## src/rtl/mest_pro_display_scan_pkg.sv

```systemverilog
// -----------------------------------------------------------------------------
// mest_pro_display_scan_pkg
//   Shared definitions for the MEST Pro seven-segment scan controller:
//   scan FSM state encoding, segment bit positions on the segment bus,
//   default interval lengths, and a small elaboration-time helper.
// -----------------------------------------------------------------------------
package mest_pro_display_scan_pkg;

    typedef enum logic [1:0] {
        ST_IDLE  = 2'd0,
        ST_BLANK = 2'd1,
        ST_FETCH = 2'd2,
        ST_SHOW  = 2'd3
    } scan_state_t;

    // Segment bus bit positions: segment a is the MSB, segment g the LSB.
    localparam int SEG_A_BIT = 6;
    localparam int SEG_B_BIT = 5;
    localparam int SEG_C_BIT = 4;
    localparam int SEG_D_BIT = 3;
    localparam int SEG_E_BIT = 2;
    localparam int SEG_F_BIT = 1;
    localparam int SEG_G_BIT = 0;

    localparam int DEFAULT_SHOW_CYCLES  = 1000;
    localparam int DEFAULT_BLANK_CYCLES = 16;

    function automatic int max_int(input int a, input int b);
        return (a > b) ? a : b;
    endfunction

endpackage

```

## src/rtl/mest_pro_scan_timer.sv

```systemverilog
// -----------------------------------------------------------------------------
// mest_pro_scan_timer
//   Loadable down-counter shared by the BLANK and SHOW intervals.
//   Loading N makes tc assert in the N-th cycle after the load edge, so an
//   interval that is loaded on entry and left when tc is seen lasts exactly
//   N clocks. The counter parks at zero once exhausted.
//
//   Ports:
//     clk        rising-edge clock
//     rst        asynchronous active-high reset (count cleared)
//     load       load load_value this cycle (has priority over counting)
//     load_value interval length in clocks (>=1)
//     count_en   decrement this cycle
//     tc         terminal count: current cycle is the last of the interval
// -----------------------------------------------------------------------------
module mest_pro_scan_timer #(
    parameter int CNT_W = 4
) (
    input  logic             clk,
    input  logic             rst,
    input  logic             load,
    input  logic [CNT_W-1:0] load_value,
    input  logic             count_en,
    output logic             tc
);

    logic [CNT_W-1:0] count;

    always_ff @(posedge clk or posedge rst) begin
        if (rst) begin
            count <= '0;
        end else if (load) begin
            count <= load_value;
        end else if (count_en && (count != '0)) begin
            count <= count - CNT_W'(1);
        end
    end

    assign tc = (count == CNT_W'(1));

endmodule

```

## src/rtl/mest_pro_display_scan.sv

```systemverilog
// -----------------------------------------------------------------------------
// mest_pro_display_scan
//   Time-multiplexed scan controller for a multi-digit seven-segment display.
//   A packed value is accepted on a valid/ready port into a pending buffer and
//   promoted to the active buffer only at frame boundaries (or while idle), so
//   every frame shows digits from a single load. Each digit slot is:
//   BLANK (all dark) -> FETCH (2 clocks, shared external decoder) -> SHOW.
//
//   Optional build macro:
//     MEST_PRO_LEAD_ZERO_BLANK_EN  suppress o_digit_en (and o_seg) for digits
//                                  above the highest nonzero digit; digit 0 is
//                                  always lit. Slot timing is unchanged.
//
//   Ports:
//     clk             rising-edge clock
//     rst             asynchronous active-high reset
//     i_output_enable scan enable; low returns to IDLE with a dark display
//     i_load_valid    new packed value offered
//     o_load_ready    pending buffer empty
//     i_load_value    packed digits, digit 0 in the LSBs
//     o_digit_val     digit value presented to the shared decoder
//     i_seg           decoder output, valid one clock after o_digit_val
//     o_seg           registered segment drive (bit 6 = a ... bit 0 = g)
//     o_digit_en      one-hot digit select, active-high
//     o_frame_done    one-clock pulse after the last digit's SHOW interval
// -----------------------------------------------------------------------------
module mest_pro_display_scan
    import mest_pro_display_scan_pkg::*;
#(
    parameter int NUM_DIGITS   = 4,
    parameter int DIGIT_WIDTH  = 4,
    parameter int SEG_WIDTH    = 7,
    parameter int SHOW_CYCLES  = DEFAULT_SHOW_CYCLES,
    parameter int BLANK_CYCLES = DEFAULT_BLANK_CYCLES
) (
    input  logic                              clk,
    input  logic                              rst,
    input  logic                              i_output_enable,
    input  logic                              i_load_valid,
    output logic                              o_load_ready,
    input  logic [NUM_DIGITS*DIGIT_WIDTH-1:0] i_load_value,
    output logic [DIGIT_WIDTH-1:0]            o_digit_val,
    input  logic [SEG_WIDTH-1:0]              i_seg,
    output logic [SEG_WIDTH-1:0]              o_seg,
    output logic [NUM_DIGITS-1:0]             o_digit_en,
    output logic                              o_frame_done
);

    localparam int VALUE_W = NUM_DIGITS * DIGIT_WIDTH;
    localparam int IDX_W   = $clog2(NUM_DIGITS);
    localparam int CNT_W   = $clog2(max_int(SHOW_CYCLES, BLANK_CYCLES) + 1);

    localparam logic [CNT_W-1:0] SHOW_LOAD  = CNT_W'(SHOW_CYCLES);
    localparam logic [CNT_W-1:0] BLANK_LOAD = CNT_W'(BLANK_CYCLES);
    localparam logic [IDX_W-1:0] LAST_IDX   = IDX_W'(NUM_DIGITS - 1);

    scan_state_t state, state_next;

    logic [IDX_W-1:0]      index, index_next;
    logic                  fetch_phase, fetch_phase_next;
    logic [DIGIT_WIDTH-1:0] digit_val_next;
    logic [SEG_WIDTH-1:0]  seg_next;
    logic [NUM_DIGITS-1:0] digit_en_next;
    logic                  frame_done_next;

    logic [VALUE_W-1:0]    active_buf, active_next;
    logic [VALUE_W-1:0]    pending_buf;
    logic                  pending_full;
    logic                  load_fire;
    logic                  xfer;

    logic [NUM_DIGITS-1:0] lit_mask;

    logic                  tmr_load;
    logic [CNT_W-1:0]      tmr_value;
    logic                  tmr_count_en;
    logic                  tmr_tc;

    mest_pro_scan_timer #(
        .CNT_W (CNT_W)
    ) u_timer (
        .clk        (clk),
        .rst        (rst),
        .load       (tmr_load),
        .load_value (tmr_value),
        .count_en   (tmr_count_en),
        .tc         (tmr_tc)
    );

    // Load port and frame-boundary buffer promotion.
    // load_fire needs an empty pending buffer and xfer needs a full one, so
    // the two never coincide: a load taken on the o_frame_done cycle waits
    // in pending for the following boundary.
    assign o_load_ready = ~pending_full;
    assign load_fire    = i_load_valid & ~pending_full;
    assign xfer         = pending_full & ((state == ST_IDLE) | o_frame_done);
    // The first BLANK of a frame can be a single clock, so the digit fetch
    // must see the value being promoted on that same edge.
    assign active_next  = xfer ? pending_buf : active_buf;

    always_ff @(posedge clk or posedge rst) begin
        if (rst) begin
            pending_buf  <= '0;
            pending_full <= 1'b0;
            active_buf   <= '0;
        end else begin
            if (load_fire) begin
                pending_buf <= i_load_value;
            end
            if (load_fire) begin
                pending_full <= 1'b1;
            end else if (xfer) begin
                pending_full <= 1'b0;
            end
            active_buf <= active_next;
        end
    end

    // Which digit slots may light up for the current active value.
`ifdef MEST_PRO_LEAD_ZERO_BLANK_EN
    logic seen_nonzero;

    always_comb begin
        lit_mask     = '0;
        seen_nonzero = 1'b0;
        // Scan from the top digit down; once a nonzero digit is seen every
        // lower digit is significant.
        for (int d = NUM_DIGITS - 1; d >= 1; d--) begin
            if (active_buf[d*DIGIT_WIDTH +: DIGIT_WIDTH] != '0) begin
                seen_nonzero = 1'b1;
            end
            lit_mask[d] = seen_nonzero;
        end
        lit_mask[0] = 1'b1;
    end
`else
    always_comb begin
        lit_mask = '1;
    end
`endif

    // FSM state register.
    always_ff @(posedge clk or posedge rst) begin
        if (rst) begin
            state <= ST_IDLE;
        end else begin
            state <= state_next;
        end
    end

    // FSM next-state and next registered outputs.
    always_comb begin
        state_next       = state;
        index_next       = index;
        fetch_phase_next = 1'b0;
        digit_val_next   = o_digit_val;
        seg_next         = o_seg;
        digit_en_next    = o_digit_en;
        frame_done_next  = 1'b0;
        tmr_load         = 1'b0;
        tmr_value        = BLANK_LOAD;
        tmr_count_en     = 1'b0;

        if (!i_output_enable) begin
            state_next    = ST_IDLE;
            index_next    = '0;
            seg_next      = '0;
            digit_en_next = '0;
        end else begin
            unique case (state)
                ST_IDLE: begin
                    state_next    = ST_BLANK;
                    index_next    = '0;
                    seg_next      = '0;
                    digit_en_next = '0;
                    tmr_load      = 1'b1;
                    tmr_value     = BLANK_LOAD;
                end

                ST_BLANK: begin
                    tmr_count_en = 1'b1;
                    if (tmr_tc) begin
                        state_next     = ST_FETCH;
                        digit_val_next = active_next[int'(index)*DIGIT_WIDTH +: DIGIT_WIDTH];
                    end
                end

                ST_FETCH: begin
                    if (!fetch_phase) begin
                        fetch_phase_next = 1'b1;
                    end else begin
                        // Decoder output for o_digit_val is valid now.
                        state_next = ST_SHOW;
                        tmr_load   = 1'b1;
                        tmr_value  = SHOW_LOAD;
                        if (lit_mask[index]) begin
                            seg_next      = i_seg;
                            digit_en_next = NUM_DIGITS'(1) << index;
                        end else begin
                            seg_next      = '0;
                            digit_en_next = '0;
                        end
                    end
                end

                ST_SHOW: begin
                    tmr_count_en = 1'b1;
                    if (tmr_tc) begin
                        state_next    = ST_BLANK;
                        seg_next      = '0;
                        digit_en_next = '0;
                        tmr_load      = 1'b1;
                        tmr_value     = BLANK_LOAD;
                        if (index == LAST_IDX) begin
                            index_next      = '0;
                            frame_done_next = 1'b1;
                        end else begin
                            index_next = index + IDX_W'(1);
                        end
                    end
                end

                default: begin
                    state_next = ST_IDLE;
                end
            endcase
        end
    end

    // Registered scan outputs and datapath state.
    always_ff @(posedge clk or posedge rst) begin
        if (rst) begin
            index        <= '0;
            fetch_phase  <= 1'b0;
            o_digit_val  <= '0;
            o_seg        <= '0;
            o_digit_en   <= '0;
            o_frame_done <= 1'b0;
        end else begin
            index        <= index_next;
            fetch_phase  <= fetch_phase_next;
            o_digit_val  <= digit_val_next;
            o_seg        <= seg_next;
            o_digit_en   <= digit_en_next;
            o_frame_done <= frame_done_next;
        end
    end

endmodule

```

## config.mk

```make
export PLATFORM = sky130hd
export DESIGN_NAME = mest_pro_display_scan
export DESIGN_NICKNAME = d
export VERILOG_FILES = /design/src/rtl/mest_pro_display_scan_pkg.sv /design/src/rtl/mest_pro_scan_timer.sv /design/src/rtl/mest_pro_display_scan.sv
export SDC_FILE = /design/constraint.sdc
export NUM_CORES = 1
export LEC_CHECK = 0
export CORE_ASPECT_RATIO = 0.75
export CORE_MARGIN = 2
export CORE_UTILIZATION = 58
export DETAILED_ROUTE_END_ITERATION = 10
export PLACE_DENSITY_LB_ADDON = 0.12
export SLEW_MARGIN = 30
export SYNTH_ARGS = -nofsm -noshare
export SYNTH_HDL_FRONTEND = slang
export SYNTH_SLANG_ARGS = --single-unit
```

## constraint.sdc

```tcl
create_clock -name clk -period 4 [get_ports clk]
set_clock_uncertainty 0.15 [all_clocks]
set_input_delay 0.8 -clock clk [delete_from_list [all_inputs] [get_ports clk]]
set_output_delay 0.8 -clock clk [all_outputs]
set_load 0.05 [all_outputs]
```

* Yosys cells after proc, flatten, opt, wreduce, memory -nomap -nowiden
Index checks and enable logic that the tools add are counted.
Storage, ports and cells: bits in registers 64, input port bits 27
Operators by class: add/subtract/negate cells 2, order comparisons 1, equality and inequality tests 10, shift-type cells 2, muxes and demuxes 42, bitwise operators 4, reductions and logical operators 10
Operators with widths (number):
- $mux 10 | 5
- $mux 7 | 4
- $pmux 7 s3 | 1
- $mux 16 | 1
- $mux 4 | 4
- $shiftx 16x5->4 | 1
- $mux 1 | 15
- $mux 2 | 7
- $pmux 4 s3 | 1
- $eq 10x1->1 const B | 1
- $reduce_bool 10->1 | 1
- $sub 10x1->10 const B | 1
- $ne 3x3->1 const B | 3
- $reduce_and 3->1 | 3
- $pmux 2 s4 | 1
- $eq 2x2->1 const B | 3
- $ne 4x1->1 const B | 1
- $pmux 2 s2 | 1
- $reduce_bool 2->1 | 2
- $shl 1x2->4 const A | 1
- $lt 2x3->1 const B | 1
- $ne 3x1->1 const B | 1
- $pmux 1 s3 | 1
- $add 2x1->2 const B | 1
- 9 further kinds | 10

* Logic depth before layout (Yosys ltp)
Gate-level depths: netlist of run 1.
word-level depth 7, depth in mapped cells 7, mapped depth without buffers 6

* Cells and area by module
From an unflattened synthesis of run 1, not the netlist that was laid out.
Unflattened totals: cell total of the unflattened synthesis 273, area total of the unflattened synthesis 3215.6 µm²
Modules (own cells, without submodules):
- mest_pro_display_scan | instances 1, cells each 199, area an instance 2549.9 µm²
- mest_pro_scan_timer | instances 1, cells each 74, area an instance 665.6 µm²

* Least setup slack after synthesis of run 1
No wires, ideal clock.
path type flip-flop to flip-flop, from register state[0], to register active_buf[0], arrival 2.088 ns, path slack 1.637 ns, stages on the path, launching flop included 7, path buffers 2, clock period less this slack 2.363 ns, cells stage by stage dfrtp_1 > inv_1 > ha_1 > o21ai_1 > clkbuf_1 > buf_2 > mux2_2
On the way: longest elaborated chain between the ends 4
RTL lines:
- start: declaration | RTL line mest_pro_display_scan.sv:57 | scan_state_t state, state_next;
- start signal: assignment | RTL line mest_pro_display_scan.sv:147 | state <= state_next;
- $logic_not 2->1 | RTL line mest_pro_display_scan.sv:96 | assign xfer = pending_full & ((state == ST_IDLE) | o_frame_done);
- $or 1x1->1 | RTL line mest_pro_display_scan.sv:96
- $and 1x1->1 | RTL line mest_pro_display_scan.sv:96
- $mux 16 | RTL line mest_pro_display_scan.sv:99 | assign active_next = xfer ? pending_buf : active_buf;
- named net active_next[0] | RTL line mest_pro_display_scan.sv:66 | logic [VALUE_W-1:0] active_buf, active_next;
- end signal: assignment | RTL line mest_pro_display_scan.sv:115 | active_buf <= active_next;
- end: declaration | RTL line mest_pro_display_scan.sv:66
The timed path passes the listed nets, and every way through them passes these cells. A chain may end at the register's enable or synchronous reset.

* Final worst setup path of run 1
from input i_output_enable, to register u_timer.count[7]
On the way: longest elaborated chain between the ends 3
RTL lines:
- start: declaration | RTL line mest_pro_display_scan.sv:38 | input logic i_output_enable,
- $mux 1 | RTL line mest_pro_display_scan.sv:164 | if (!i_output_enable) begin
- $logic_and 1x1->1 | RTL line mest_pro_scan_timer.sv:34 | end else if (count_en && (count != '0)) begin
- $reduce_bool 2->1 (no source line)
- end signal: assignment | RTL line mest_pro_scan_timer.sv:33 | count <= load_value;
- end signal: assignment | RTL line mest_pro_scan_timer.sv:35 | count <= count - CNT_W'(1);
- end: declaration | RTL line mest_pro_scan_timer.sv:27 | logic [CNT_W-1:0] count;
Parallel ways exist; a longest one is shown, timed or not.

==> results of run 1 <==
==> layout make-up <==
type,count,area (um2),area share
Clock buffer,12,165.2,0.04284
Clock inverter,4,51.30,0.01331
Inverter,10,37.54,0.009737
Multi-Input combinational cell,174,1438,0.3729
Sequential cell,64,1602,0.4155
Tap cell,75,93.84,0.02434
Timing Repair Buffer,48,467.9,0.1214
==> registers in the layout (all words and copies together) (netlist names), 2 cells and up <==
register       cells
active_buf        16
o_digit_val        4
index              2
pending_buf       16
u_timer.count     10
o_seg              7
o_digit_en         4
state              2
==> worst max-delay path, cell delays in order <==
cell	delay, ps
clkdlybuf4s50_1	450
buf_4	260
nand2_1	130
or4_4	470
or4_1	520
a31oi_1	190
==> cells in the mapped netlist (all sizes together) (2+ instances only) <==
cell type,count,area (um2)
buf,2,10.01
mux4,8,180.2
dfrtp,64,1602
mux2,32,360.4
o21a,4,30.03
nor2b,2,12.51
nand2,36,135.1
and2,3,18.77
nor2,8,30.03
a211oi,3,22.52
a31oi,6,37.54
o41ai,2,17.52
nand4,3,18.77
or2,2,15.02
clkbuf,8,30.03
o21ai,10,50.04
ha,11,137.6
a21oi,6,30.03
inv,9,33.78
xnor2,2,17.52
nand3,2,10.01
nor3,2,15.01
or4,4,33.78
mux2i,17,170.2
==> cells by family after synthesis <==
logic type / after synthesis
simple gates: 67
buf+inv: 20
xor+xnor: 3
mux: 57
flops: 64
fa+ha+maj: 11
compound gates: 36
==> layer usage <==
| layer | track usage | vias up |
|---|---|---|
| met5 | 0 | - |
| met4 | 0.05492 | 0 |
| met3 | 0.08680 | 8 |
| met2 | 0.3571 | 49 |
| met1 | 0.3261 | 1112 |
| li1 | - | 1026 |
==> path summary, 6_finish.rpt <==
| path | endpoint | slack [ps] | depth (start not counted) |
|---|---|---|---|
| setup / recovery | u_timer.count[7]$_DFFE_PP0P_ | 1270 | 6 |
| min in group asynchronous | u_timer.count[4]$_DFFE_PP0P_ | 670 | 2 |
| setup reg to reg | o_digit_val[0]$_DFFE_PP0P_ | 1480 | 7 |
| hold / removal | fetch_phase$_DFF_PP0_ | 310 | 1 |
| hold reg to reg | fetch_phase$_DFF_PP0_ | 310 | 1 |
| max in group asynchronous | index[0]$_DFFE_PP0P_ | 2140 | 3 |
==> per-stage QoR <==
step / power (mW) / instances
after global routing: 2.912 / 387
after global placement: 2.088 / 371
after floorplan: 1.871 / 258
after CTS: 2.744 / 387
final: 2.732 / 387
after detailed placement: 2.140 / 371
==> power by group <==
part | leakage, nW | switching [mW] | total [mW] | internal (mW)
Sequential | 0.800 | 0.205 | 1.10 | 0.897
Clock | 0.109 | 0.250 | 0.589 | 0.339
Combinational | 0.742 | 0.488 | 1.04 | 0.553
Total | 1.65 | 0.943 | 2.73 | 1.79
==> results.md, run 1 <==
* TritonCTS Buffers at 9
* Setup-failing EPs final at 0
* Final hold violations at 0
* PD cells at around 710 nW/um2
* Clk_lat worst skew at around 340 ps
* # rows at 23
* Met3 wire length at between 200 and 300 um
* Post-Synthesis Cells at 258
* Post-layout min period at roughly 2700 ps
* Hold Slack at 313.6 ps
* Seq/Total Area, Yosys at 0.5153
* RSZ-0062 raised after global routing: false
* Die X at just under 90 um
* Number of synthesized flops with an enable pin at 0
* Hold Buf Count CTS at 0
* Fraction of layout cells with a size suffix above 1 at 0.2244
* Worst hold path class: flip-flop to flip-flop
* Area of the mapped netlist at ~3100 um2
* Met2 wire length at approximately 2800 um
* CP Capture Type: flip-flop
* Vias in the first global route at 2129
* Crit path required time at slightly above 4000 ps
* Post-DP HPWL at approximately 4100 um
* Routed wire length at just over 6000 um
* Wire length of the first global-routing pass at slightly above 10000 um
* Synthesis-to-finish area growth at 24.03%
* Post-CTS Setup Inserts at 0
* Cell Area, Placed at between 3000 and 4000 um2
* PortBufs at 43
* Worst Setup SP: i_output_enable
* DR top layer: met4
* Worst-case clock buffer depth at 2
* Worst Path Arrival at between 2000 and 3000 ps
* Fill cells at roughly 390
* Setup TNS at 0 ps
* Core ar. at between 5000 and 6000 um2
* F_max at roughly 370 MHz
* DP Worst Slack at around 950 ps
* Initial antenna violation count at 0
* MaxCap Viol Count at 0
* Commonest non-fill, non-tap cell in the layout: dfrtp_1
* All-Layer GR Usage at 0.2351
* N_diodes at 0
* Overflow after GRT at 0
* Starting Density at 0.5902
* Synth Area in Compound Gates at 0.07287
* RePlAce Congestion at around 0.81
* Nets at ~350
* CTS Sinks at 64
* Total die area at 5966 um2
* Max rail drop VDD at 0.3420 mV
* Largest net degree at the start of global routing at a little over 40
* Worst-path fanout max at 24
* Syn_nets at roughly 300
* Average size of a mapped cell at approximately 12 um2
* Post-DRT Antenna Nets at 0
* Simple-gate portion of the synthesized area at 0.1055
* CP Launch Type: input pin
* PnR worst setup slack at about 1300 ps
* P_leak at about 1.7 nW
* Total vias in the final route at between 2000 and 2500
* Via density at roughly 5.7
* Wire length per cell at 15.76 um
* Register clock-pin slew on the reported worst setup and hold paths at around 70 ps
* Worst hold start: fetch_phase$_DFF_PP0_
* Seq cells post-synth at 64
* Main combinational cell family by area after synthesis: multiplexers
* Wl on met1 at a little under 3000 um
* Highest-count cells in the layout ignoring fill and taps: dfrtp_1 (64), clkdlybuf4s50_1 (43), nand2_1 (36)
* I/O pins at 44
* DRT iter0 DRCs at roughly 180
* RR Startpoint: state[1]$_DFFE_PP0P_
* Worst setup path class: input pin to flip-flop
* CTS Root Cell: clkbuf_8
* Post-Route Utilization at 0.7320
* Ys Warns at 0
* Worst-margin pin slew at between 500 and 600 ps
* CTS tree: built
* Main synth FF type: dfrtp_1
* Post-CTS sizing at 0
* Die height at a little under 70 um
* XOR/XNOR Fraction of Synth Area at 0.008454
* Slew margin rel. at 0.6335
* Mux cell area share after synthesis at 0.2287
* Status: finished clean
* Synth cell types at 40
* DRC at 0
* Async SR Flop Fraction at 1.000
* Post-synthesis adder-cell area fraction at 0.04428
* H-tree depth at 3
* Slew Limit Fails at 0
* DRT Pass-1 Iters at 4
* Fin crit share at 0.6816
* Design Area, Final at between 3000 and 4000 um2
Note: power is estimated with default switching activity, not from simulation.
==> inputs of run 2 (changes only) <==
- CORE_UTILIZATION: 58 -> 54
- clock period: 4 -> 2.69 ns (I/O delays scaled with it)
==> results.md, run 2 (same netlist as run 1, synthesis figures left out) <==
* Worst Setup SP: pending_full$_DFFE_PP0P_
* RR Endpoint: index[0]$_DFFE_PP0P_
* Die height at 69.70 um
* Clock network power share at 0.208
* DRC at 0
* Wire length per cell at around 16 um
* Placed insts at 379
* All-Layer GR Usage at 0.2126
* Slew margin rel. at 0.6372
* Path depth of the worst reg2reg path at 6
* Max rail drop VDD at about 0.5 mV
* Fill cells at approximately 380
* Post-DP HPWL at approximately 4300 um
* Worst-margin pin slew at 530.5 ps
* Starting Density at 0.5714
* Fin crit share at 0.8590
* Worst Path Arrival at 1620 ps
* Total vias in the final route at 2196
* Slew Limit Fails at 0
* Worst setup path end: o_load_ready
* Worst setup path class: flip-flop to output pin
* Highest-count cells in the layout ignoring fill and taps: dfrtp_1 (64), clkdlybuf4s50_1 (43), nand2_1 (36)
* F_max at about 430 MHz
* N_diodes at 0
* DRT iter0 DRCs at between 100 and 150
* CP Launch Type: flip-flop
* P_leak at around 1.7 nW
* Initial antenna violation count at 0
* PnR worst setup slack at ~380 ps
* Share of power burned in combinational logic at 0.390
* Synthesis-to-finish area growth at 25.89%
* Hold Buf Count CTS at 0
* Vias in the first global route at 2159
* Post-CTS Setup Inserts at 0
* TritonCTS Buffers at 9
* RePlAce Congestion at a little under 0.9
* Post-layout min period at between 2000 and 2500 ps
* Post-DRT Antenna Nets at 0
* FF+latch area at approximately 1600 um2
* R2R setup slack at 420 ps
* Final hold violations at 0
* CTS Root Cell: clkbuf_8
* Setup TNS at 0 ps
* Core ar. at between 5000 and 6000 um2
* Register clock-pin slew on the reported worst setup and hold paths at ~70 ps
* CTS Sinks at 64
* Routed wire length at around 6100 um
* Total die area at about 6400 um2
* P_int at around 2.7 mW
* Clk_lat worst skew at about 340 ps
* PD cells at 1049 nW/um2
* # rows at 23
* Fraction of layout cells with a size suffix above 1 at 0.2351
* Nets at around 350
* Worst hold path class: flip-flop to flip-flop
* Worst-case clock buffer depth at 2
* Register share of total power at 0.402
* Largest net degree at the start of global routing at 65
* H-tree depth at 3
* Post-CTS sizing at 0
* Worst-path fanout max at 4
* Status: finished clean
* Design Area, Final at between 3000 and 4000 um2
* CP Capture Type: output pin
* Die X at 91.60 um
* MaxCap Viol Count at 0
* Setup-failing EPs final at 0
* Cell Area, Placed at roughly 3700 um2
* Area of the multi-input gates at approximately 1400 um2
* CTS tree: built
* Fin cells at between 300 and 400
* Via density at 5.574
* Wire length of the first global-routing pass at 10490 um
* Overflow after GRT at 0
* DP Worst Slack at ~220 ps
* Sw Ratio at 0.3401
* Regs by FF count: active_buf: 16 flops, pending_buf: 16 flops, u_timer.count: 10 flops
* RSZ-0062 raised after global routing: false
* Crit path required time at roughly 2000 ps
* Commonest non-fill, non-tap cell in the layout: dfrtp_1
* DRT Pass-1 Iters at 4
* Sw power at about 1.4 mW
* I/O pins at 44
* RR Startpoint: u_timer.count[1]$_DFFE_PP0P_
* PortBufs at 43
* Hold Slack at slightly above 300 ps
-- run 2: cell count changes in the layout (fill, tap and decap cells not counted), sizes merged --
cell    previous run  this run
clkinv             3         1
clkbuf            12        13
buf                5        13
-- run 2: how the worst min path moves through the flow --
stage / startpoint / endpoint / slack (ps) / cells after the start
global placement: fetch_phase$_DFF_PP0_ / fetch_phase$_DFF_PP0_ / 290 / 1
floorplan: fetch_phase$_DFF_PP0_ / fetch_phase$_DFF_PP0_ / 260 / 1
global route: fetch_phase$_DFF_PP0_ / fetch_phase$_DFF_PP0_ / 340 / 1
CTS: fetch_phase$_DFF_PP0_ / fetch_phase$_DFF_PP0_ / 310 / 1
finish: fetch_phase$_DFF_PP0_ / fetch_phase$_DFF_PP0_ / 310 / 1
detailed placement: fetch_phase$_DFF_PP0_ / fetch_phase$_DFF_PP0_ / 300 / 1
-- run 2: worst max-delay path: stages, from the launching register on --
cell and delay, ps:
dfrtp_1 420, inv_1 60, clkdlybuf4s50_1 790
-- run 2: metrics by stage --
step                      total power, mW    util
after floorplan                     2.782       -
after global placement              3.186  0.6814
after detailed placement            3.257  0.6814
after CTS                           4.139  0.7193
after global routing                4.372  0.7193
final                               4.105  0.7193
-- run 2: routing by layer --
metal | global-route usage | vias up | wire, um
li1 | - | 1037 | -
met2 | 0.3260 | 49 | 2959
met4 | 0.07576 | 0 | 99
met3 | 0.06304 | 12 | 238
met5 | 0 | - | 0
met1 | 0.2895 | 1098 | 2831
-- run 2: area by class of cell --
class / instances / share of cell area
clock buffer: 13 / 0.04317
clock inverter: 2 / 0.009594
sequential: 64 / 0.4093
timing repair buffer: 56 / 0.1382
multi-input combinational: 174 / 0.3662
tap: 75 / 0.02398
inverter: 10 / 0.009594
-- run 2: power by group through the flow --
stage | clock (mW) | combinational (mW) | sequential [mW]
after global placement | 0 | 1.55 | 1.63
after detailed placement | 0 | 1.59 | 1.66
after global routing | 0.920 | 1.75 | 1.70
final | 0.852 | 1.60 | 1.65
after CTS | 0.872 | 1.62 | 1.65
after floorplan | 0 | 1.18 | 1.61
